### src/rtl/mscell_harvest.sv
// Metastable-cell entropy harvester: synchronizes and XOR-combines raw cells,
// optionally Von Neumann debiases, packs words and watches for stuck sources.
module mscell_harvest #(
   parameter int N_CELLS   = 4,
   parameter int OUT_W     = 8,
   parameter int REP_LIMIT = 32
) (
   input  logic               clk_sampling,
   input  logic               rst,
   input  logic               en,
   input  logic               debias_en,
   input  logic [N_CELLS-1:0] cell_in,
   output logic [N_CELLS-1:0] cell_en,
   output logic [OUT_W-1:0]   out_data,
   output logic               out_valid,
   input  logic               out_ready,
   output logic               health_fail
);
   localparam int CNT_W = $clog2(OUT_W + 1);
   localparam logic [CNT_W-1:0] CNT_FULL = CNT_W'(OUT_W);
   localparam logic [CNT_W-1:0] CNT_ONE  = CNT_W'(1);
   localparam logic [7:0]       REP_MAX  = 8'(REP_LIMIT);

   typedef enum logic [1:0] {IDLE = 2'd0, COLLECT = 2'd1, HOLD = 2'd2} state_t;

   logic [N_CELLS-1:0] sync_bits;
   logic               raw_bit;

   generate
      for (genvar gi = 0; gi < N_CELLS; gi++) begin : g_sync
         logic meta_reg;
         logic stable_reg;
         always_ff @(posedge clk_sampling or posedge rst) begin
            if (rst) begin
               meta_reg   <= 1'b0;
               stable_reg <= 1'b0;
            end else begin
               meta_reg   <= cell_in[gi];
               stable_reg <= meta_reg;
            end
         end
         assign sync_bits[gi] = stable_reg;
      end
   endgenerate

   assign raw_bit = ^sync_bits;

   state_t             state_reg, state_next;
   logic               debias_reg, debias_next;
   logic               phase_reg, phase_next;
   logic               first_reg, first_next;
   logic [OUT_W-1:0]   sr_reg, sr_next;
   logic [CNT_W-1:0]   cnt_reg, cnt_next;
   logic [OUT_W-1:0]   data_reg, data_next;
   logic               valid_reg, valid_next;
   logic               prev_reg, prev_next;
   logic [7:0]         rep_reg, rep_next;
   logic               health_reg, health_next;
   logic [N_CELLS-1:0] cell_en_reg, cell_en_next;
   logic               handshake;
   logic               bit_ok;
   logic               bit_val;

   always_comb begin
      handshake   = valid_reg & out_ready;
      bit_ok      = 1'b0;
      bit_val     = raw_bit;
      state_next  = state_reg;
      debias_next = (state_reg == IDLE) ? debias_en : debias_reg;
      phase_next  = phase_reg;
      first_next  = first_reg;
      sr_next     = sr_reg;
      cnt_next    = cnt_reg;
      data_next   = data_reg;
      valid_next  = valid_reg & ~handshake;
      prev_next   = prev_reg;
      rep_next    = rep_reg;
      health_next = health_reg;

      // Von Neumann pairing: first half of a pair is parked, second half decides.
      if (state_reg == COLLECT) begin
         if (!debias_reg) begin
            bit_ok = 1'b1;
         end else if (!phase_reg) begin
            phase_next = 1'b1;
            first_next = raw_bit;
         end else begin
            phase_next = 1'b0;
            bit_ok     = first_reg ^ raw_bit;
            bit_val    = first_reg;
         end
      end

      case (state_reg)
         IDLE: begin
            if (en) begin
               state_next = COLLECT;
               phase_next = 1'b0;
            end
         end
         COLLECT: begin
            if (!en) begin
               state_next = IDLE;
               sr_next    = '0;
               cnt_next   = '0;
            end else begin
               if (bit_ok && cnt_reg != CNT_FULL) begin
                  sr_next  = {sr_reg[OUT_W-2:0], bit_val};
                  cnt_next = cnt_reg + CNT_ONE;
               end
               if (cnt_next == CNT_FULL) begin
                  if (!health_reg && (!valid_reg || handshake)) begin
                     data_next  = sr_next;
                     valid_next = 1'b1;
                     cnt_next   = '0;
                  end else if (valid_reg && !handshake) begin
                     state_next = HOLD;
                  end
               end
            end
         end
         HOLD: begin
            if (!en) begin
               state_next = IDLE;
               sr_next    = '0;
               cnt_next   = '0;
            end else if (handshake) begin
               state_next = COLLECT;
               phase_next = 1'b0;
               // A failed source keeps the counter full so nothing more is packed.
               if (!health_reg) begin
                  data_next  = sr_reg;
                  valid_next = 1'b1;
                  sr_next    = '0;
                  cnt_next   = '0;
               end
            end
         end
         default: state_next = IDLE;
      endcase

      if (state_reg == IDLE) begin
         rep_next = '0;
      end else begin
         prev_next = raw_bit;
         if (rep_reg == 8'd0 || raw_bit != prev_reg) begin
            rep_next = 8'd1;
         end else if (rep_reg != 8'hFF) begin
            rep_next = rep_reg + 8'd1;
         end
         if (rep_next >= REP_MAX) begin
            health_next = 1'b1;
         end
      end

      cell_en_next = {N_CELLS{state_next != IDLE}};
   end

   always_ff @(posedge clk_sampling or posedge rst) begin
      if (rst) begin
         state_reg   <= IDLE;
         debias_reg  <= 1'b0;
         phase_reg   <= 1'b0;
         first_reg   <= 1'b0;
         sr_reg      <= '0;
         cnt_reg     <= '0;
         data_reg    <= '0;
         valid_reg   <= 1'b0;
         prev_reg    <= 1'b0;
         rep_reg     <= '0;
         health_reg  <= 1'b0;
         cell_en_reg <= '0;
      end else begin
         state_reg   <= state_next;
         debias_reg  <= debias_next;
         phase_reg   <= phase_next;
         first_reg   <= first_next;
         sr_reg      <= sr_next;
         cnt_reg     <= cnt_next;
         data_reg    <= data_next;
         valid_reg   <= valid_next;
         prev_reg    <= prev_next;
         rep_reg     <= rep_next;
         health_reg  <= health_next;
         cell_en_reg <= cell_en_next;
      end
   end

   assign cell_en     = cell_en_reg;
   assign out_data    = data_reg;
   assign out_valid   = valid_reg;
   assign health_fail = health_reg;

endmodule
### config.mk
export PLATFORM = sky130hd
export DESIGN_NAME = mscell_harvest
export DESIGN_NICKNAME = d
export VERILOG_FILES = /design/src/rtl/mscell_harvest.sv
export SDC_FILE = /design/constraint.sdc
export NUM_CORES = 1
export LEC_CHECK = 0
export CAP_MARGIN = 10
export CORE_MARGIN = 2
export CORE_UTILIZATION = 50
export CTS_BUF_LIST = sky130_fd_sc_hd__clkbuf_8
export DETAILED_ROUTE_END_ITERATION = 8
export PLACE_DENSITY = 0.83
export SLEW_MARGIN = 20
export SYNTH_ARGS = -nofsm -noshare
export SYNTH_HDL_FRONTEND = slang
export SYNTH_SLANG_ARGS = --single-unit
### constraint.sdc
create_clock -name clk_sampling -period 4 [get_ports clk_sampling]
set_clock_uncertainty 0.05 [all_clocks]
set_input_delay 0.8 -clock clk_sampling [delete_from_list [all_inputs] [get_ports clk_sampling]]
set_output_delay 0.8 -clock clk_sampling [all_outputs]
set_load 0.01 [all_outputs]
# == Word level (Yosys, flattened, before mapping) ==
# Index checks and enable logic that the tools add are counted.
# totals
regBits,45
# classes
add_sub_neg,2
order_cmp,1
n_eq_ne,14
mux,54
n_bitwise,5
reduce_logical,17
# op_table
op,count
$mux 8,15
$mux 4,9
$pmux 8 s2,2
$mux 1,17
$mux 2,7
$add 8x1->8 const B,1
$ge 8x6->1 const B,1
$logic_not 8->1,1
$ne 2x2->1 const B,4
$ne 8x8->1 const B,1
$pmux 4 s2,1
$reduce_and 7->1,1
$ne 3x3->1 const B,2
$pmux 2 s3,1
$add 4x1->4 const B,1
$eq 4x4->1 const B,1
$ne 2x1->1 const B,2
$ne 4x4->1 const B,1
$pmux 1 s2,2
$reduce_and 2->1,2
$reduce_bool 2->1,2
$reduce_xor 4->1,1
$logic_and 1x1->1,3
$logic_not 1->1,3
other kinds (9),12

# == Depth between registers and ports, before layout ==
# depth
depth_word,14
depth_mapped,9
mapped_depth_nobuf,8

# == Worst setup path before layout ==
# No wires, ideal clock.
# synth_timing
kind,reg2reg
start,register g_sync[3].stable_reg
end,"register data_reg[1], in the netlist out_data[1]"
setup_time_ps,125
arrival_ps,2311
setup_slack_ps,1514
stages_incl_launch_ff,7
n_path_buf,0
path_cell_list,dfrtp_1 xnor2_2 xnor3_1 o32a_4 a32o_2 a41oi_4 mux2_2
# synth_via
elab_chain_len,12
# synth_rtl
item,line_no,source
start: declaration,32,logic stable_reg;
start signal: assignment,39,stable_reg <= meta_reg;
$reduce_xor 4->1 (*),46,assign raw_bit = ^sync_bits;
$xor 1x1->1 (*),89,bit_ok = first_reg ^ raw_bit;
$mux 1 (*),84,end else if (!phase_reg) begin
$mux 1 (*),82,if (!debias_reg) begin
$mux 1 (*),81,if (state_reg == COLLECT) begin
$logic_and 1x1->1 (*),107,if (bit_ok && cnt_reg != CNT_FULL) begin
$mux 4,107,
$mux 4,102,if (!en) begin
$mux 4,94,case (state_reg)
$eq 4x4->1,111,if (cnt_next == CNT_FULL) begin
$ne 2x1->1 (no source line),n/a,
$reduce_and 7->1 (no source line),n/a,
end signal: assignment,180,data_reg <= data_next;
end: declaration,54,"logic [OUT_W-1:0] data_reg, data_next;"
# Every way passes the cells marked *; elsewhere a longest branch is shown, timed or not. The select of a mux whose other input is x is not followed.
# A chain may end at the register's enable or synchronous reset.

# == Final worst setup path ==
# layout_timing
start,register state_reg[1]
end,"register data_reg[7], in the netlist out_data[7]"
# layout_via
elab_chain_len,9
# layout_rtl
item,line_no,source
start: declaration,48,"state_t state_reg, state_next;"
start signal: assignment,174,state_reg <= state_next;
$eq 2x1->1,"81, 94",
$mux 1,81,
$logic_and 1x1->1,107,
$mux 4,107,
$mux 4,102,
$mux 4,94,
$eq 4x4->1,111,
$ne 2x1->1 (no source line),n/a,
$reduce_and 7->1 (no source line),n/a,
# Parallel ways exist; a longest one is shown, timed or not. The select of a mux whose other input is x is not followed.

==> out/results.tsv <==
metric	value	unit
outcome	complete, no violations	
slew_violations	0	
grt_util_met2	0.271	
rsz0062_at_grt	false	
timing.rr.start	state_reg[1]$_DFF_PP0_	
yosysSeqAreaShare	0.467	
netlist_area	2410	µm²
cap_violations	0	
hold_buffers	0	
fin_tns_setup	0	ps
grt_pass1_vias	1617	
overflow	0	
crit_fanout	14	
ioPinCount	23	
dieArea	5390	µm²
startpoint	state_reg[1]$_DFF_PP0_	
endpoint	out_data[7]$_DFFE_PP0P_	
nets	263	
wl	4.36	mm
wl_per_cell	14.5	µm
routed_via_density	5.73	
htree_levels	2	
syn_inst	227	
yosys.cell_types.count	47	
design_area	2740	µm²
rows	25	
powerDensity	530	nW/µm²
clock-sinks	45	
syn-num-nets	244	
synth_edf_count	0	
yosysTopAreaCell	dfrtp_1	
cts_made_buffers	5	
critPathLaunchType	flip-flop	
clk_latency	300	ps
gr-usage-met3	0.0425	
dpl_worst_slack	1180	ps
vias	1726	
min_path_type	flip-flop to flip-flop	
fin_crit	2870	ps
core-area	4690	µm²
synth_most_common_cell	dfrtp_1	
fin_crit_sh	0.718	
gp_congestion	0.853	
synth_seq_cells	45	
layout-drive-gt1-share	0.130	
gr-usage-met1	0.250	
grt_pass1_wl	7.40	mm
leakage	0.00122	µW
antenna_cells	0	
worst_ep_required_time	4140	ps
antenna_found_initial	0	
dr.first_iter.drc_count	98	
remaining_drc_errors	0	
yosys-top-cells-count	dfrtp_1, nor2_1, nand2_1, mux2_2, a21oi_1	
grt_max_degree	25	
gr-usage-all-layers	0.179	
start_util	0.514	
area_growth	13.5	%
regToRegSetupSlack	1130	ps
worstMarginPinSlew	754	ps
netlist_top_cells_area	dfrtp_1, mux2_2, ha_1, nor2_1, a21oi_1	
rr_worst_depth	7	
power	1450	µW
clkTransAtPathRegs	80	ps
r2r-end	out_data[7]$_DFFE_PP0P_	
postRouteAntennaNets	0	
critical_path_arrival	3010	ps
postPlaceCellArea	2650	µm²
io_buffers	22	
synth-async-reset-ratio	1.00	
yosysWarningCount	0	
slew_headroom	0.494	
cts.path.max_buffers	2	
ir_worst_vdd	0.331	mV
setup_violations	0	
die_h	73.4	µm
cp-end-kind	flip-flop	
synthFlopType	dfrtp_1	
synth.avg_cell_area	10.6	µm²
setup_slack	1130	ps
post_cts_buffers	0	
cts_tree	yes	
crit_type	flip-flop to flip-flop	
dp_hpwl	3.23	mm
die_w	73.4	µm
top_usage_layer	met2	
post_cts_resized	0	
synth_top_area_frac	0.467	
drt_pass1_iterations	4	
max_freq	0.348	GHz
cts-root-buf	clkbuf_8	
hold_viol	0	
-- kinds of logic (layout without fill, tap and decap cells) --
group	count (synthesis)	count (layout)	share of synthesized area
muxes	20	20	0.0965
AOI/OAI and AO/OA	54	54	0.167
adders and majority gates	8	8	0.0415
and+or+nand+nor	66	66	0.133
buffers and inverters	23	43	0.0405
xor gates and xnor gates	11	11	0.0545
DFF	45	45	0.467
-- critical path, cell delays in order, from the launching register on --
cell and delay (ps):
dfrtp_1 440, inv_1 120, ha_1 460, inv_1 180, o32ai_1 520, mux2i_1 200, a41oi_4 420, mux2_2 380
-- metal layers --
layer  vias up  part of all wire
li1        843                 -
met1       836              0.47
met2        42              0.47
met3         5             0.042
met4         0             0.015
met5         -                 0
-- cell type report --
type	instances	area [µm²]
sequential	45	1130
tap	54	67.6
clock inverter	3	15.0
timing repair buffer	23	228
multi-input combinational	159	1190
inverter	12	45.0
clock buffer	5	68.8
fill	404	1950
-- metrics by stage --
| stage | cells | utilization | hold slack [ps] |
|---|---|---|---|
| finish | 301 | 0.583 | 306 |
| global route | 301 | 0.583 | 309 |
| CTS | 301 | 0.583 | 304 |
| detailed placement | 293 | 0.566 | 286 |
| global placement | 293 | 0.566 | 283 |
| floorplan | 227 | - | 281 |
-- layout by cell type, fill, tap and decap left out, drive strengths merged, types with 8 or more instances in the layout --
cell / count
a22o: 8
nor2: 21
ha: 8
dfrtp: 45
o21ai: 8
clkdlybuf4s50: 22
xnor2: 8
a21oi: 14
mux2: 16
nand2: 17
inv: 13
-- report_power, final --
part / switching (µW) / internal, µW / leakage [µW]
clock network: 150 / 119 / 0.0000467
registers: 60.2 / 516 / 0.000595
logic: 319 / 286 / 0.000580
-- worst min-delay path by stage --
stage / cells after the start / slack, ps / end / start
2_1_floorplan: 0 / 280 / g_sync[0].stable_reg$_DFF_PP0_ / g_sync[0].meta_reg$_DFF_PP0_
3_3_place_gp: 0 / 280 / g_sync[0].stable_reg$_DFF_PP0_ / g_sync[0].meta_reg$_DFF_PP0_
3_5_place_dp: 0 / 290 / g_sync[3].stable_reg$_DFF_PP0_ / g_sync[3].meta_reg$_DFF_PP0_
4_1_cts: 0 / 300 / g_sync[3].stable_reg$_DFF_PP0_ / g_sync[3].meta_reg$_DFF_PP0_
5_1_grt: 0 / 310 / g_sync[0].stable_reg$_DFF_PP0_ / g_sync[0].meta_reg$_DFF_PP0_
6_report: 0 / 310 / g_sync[3].stable_reg$_DFF_PP0_ / g_sync[3].meta_reg$_DFF_PP0_
(Power assumes the default switching activity.)
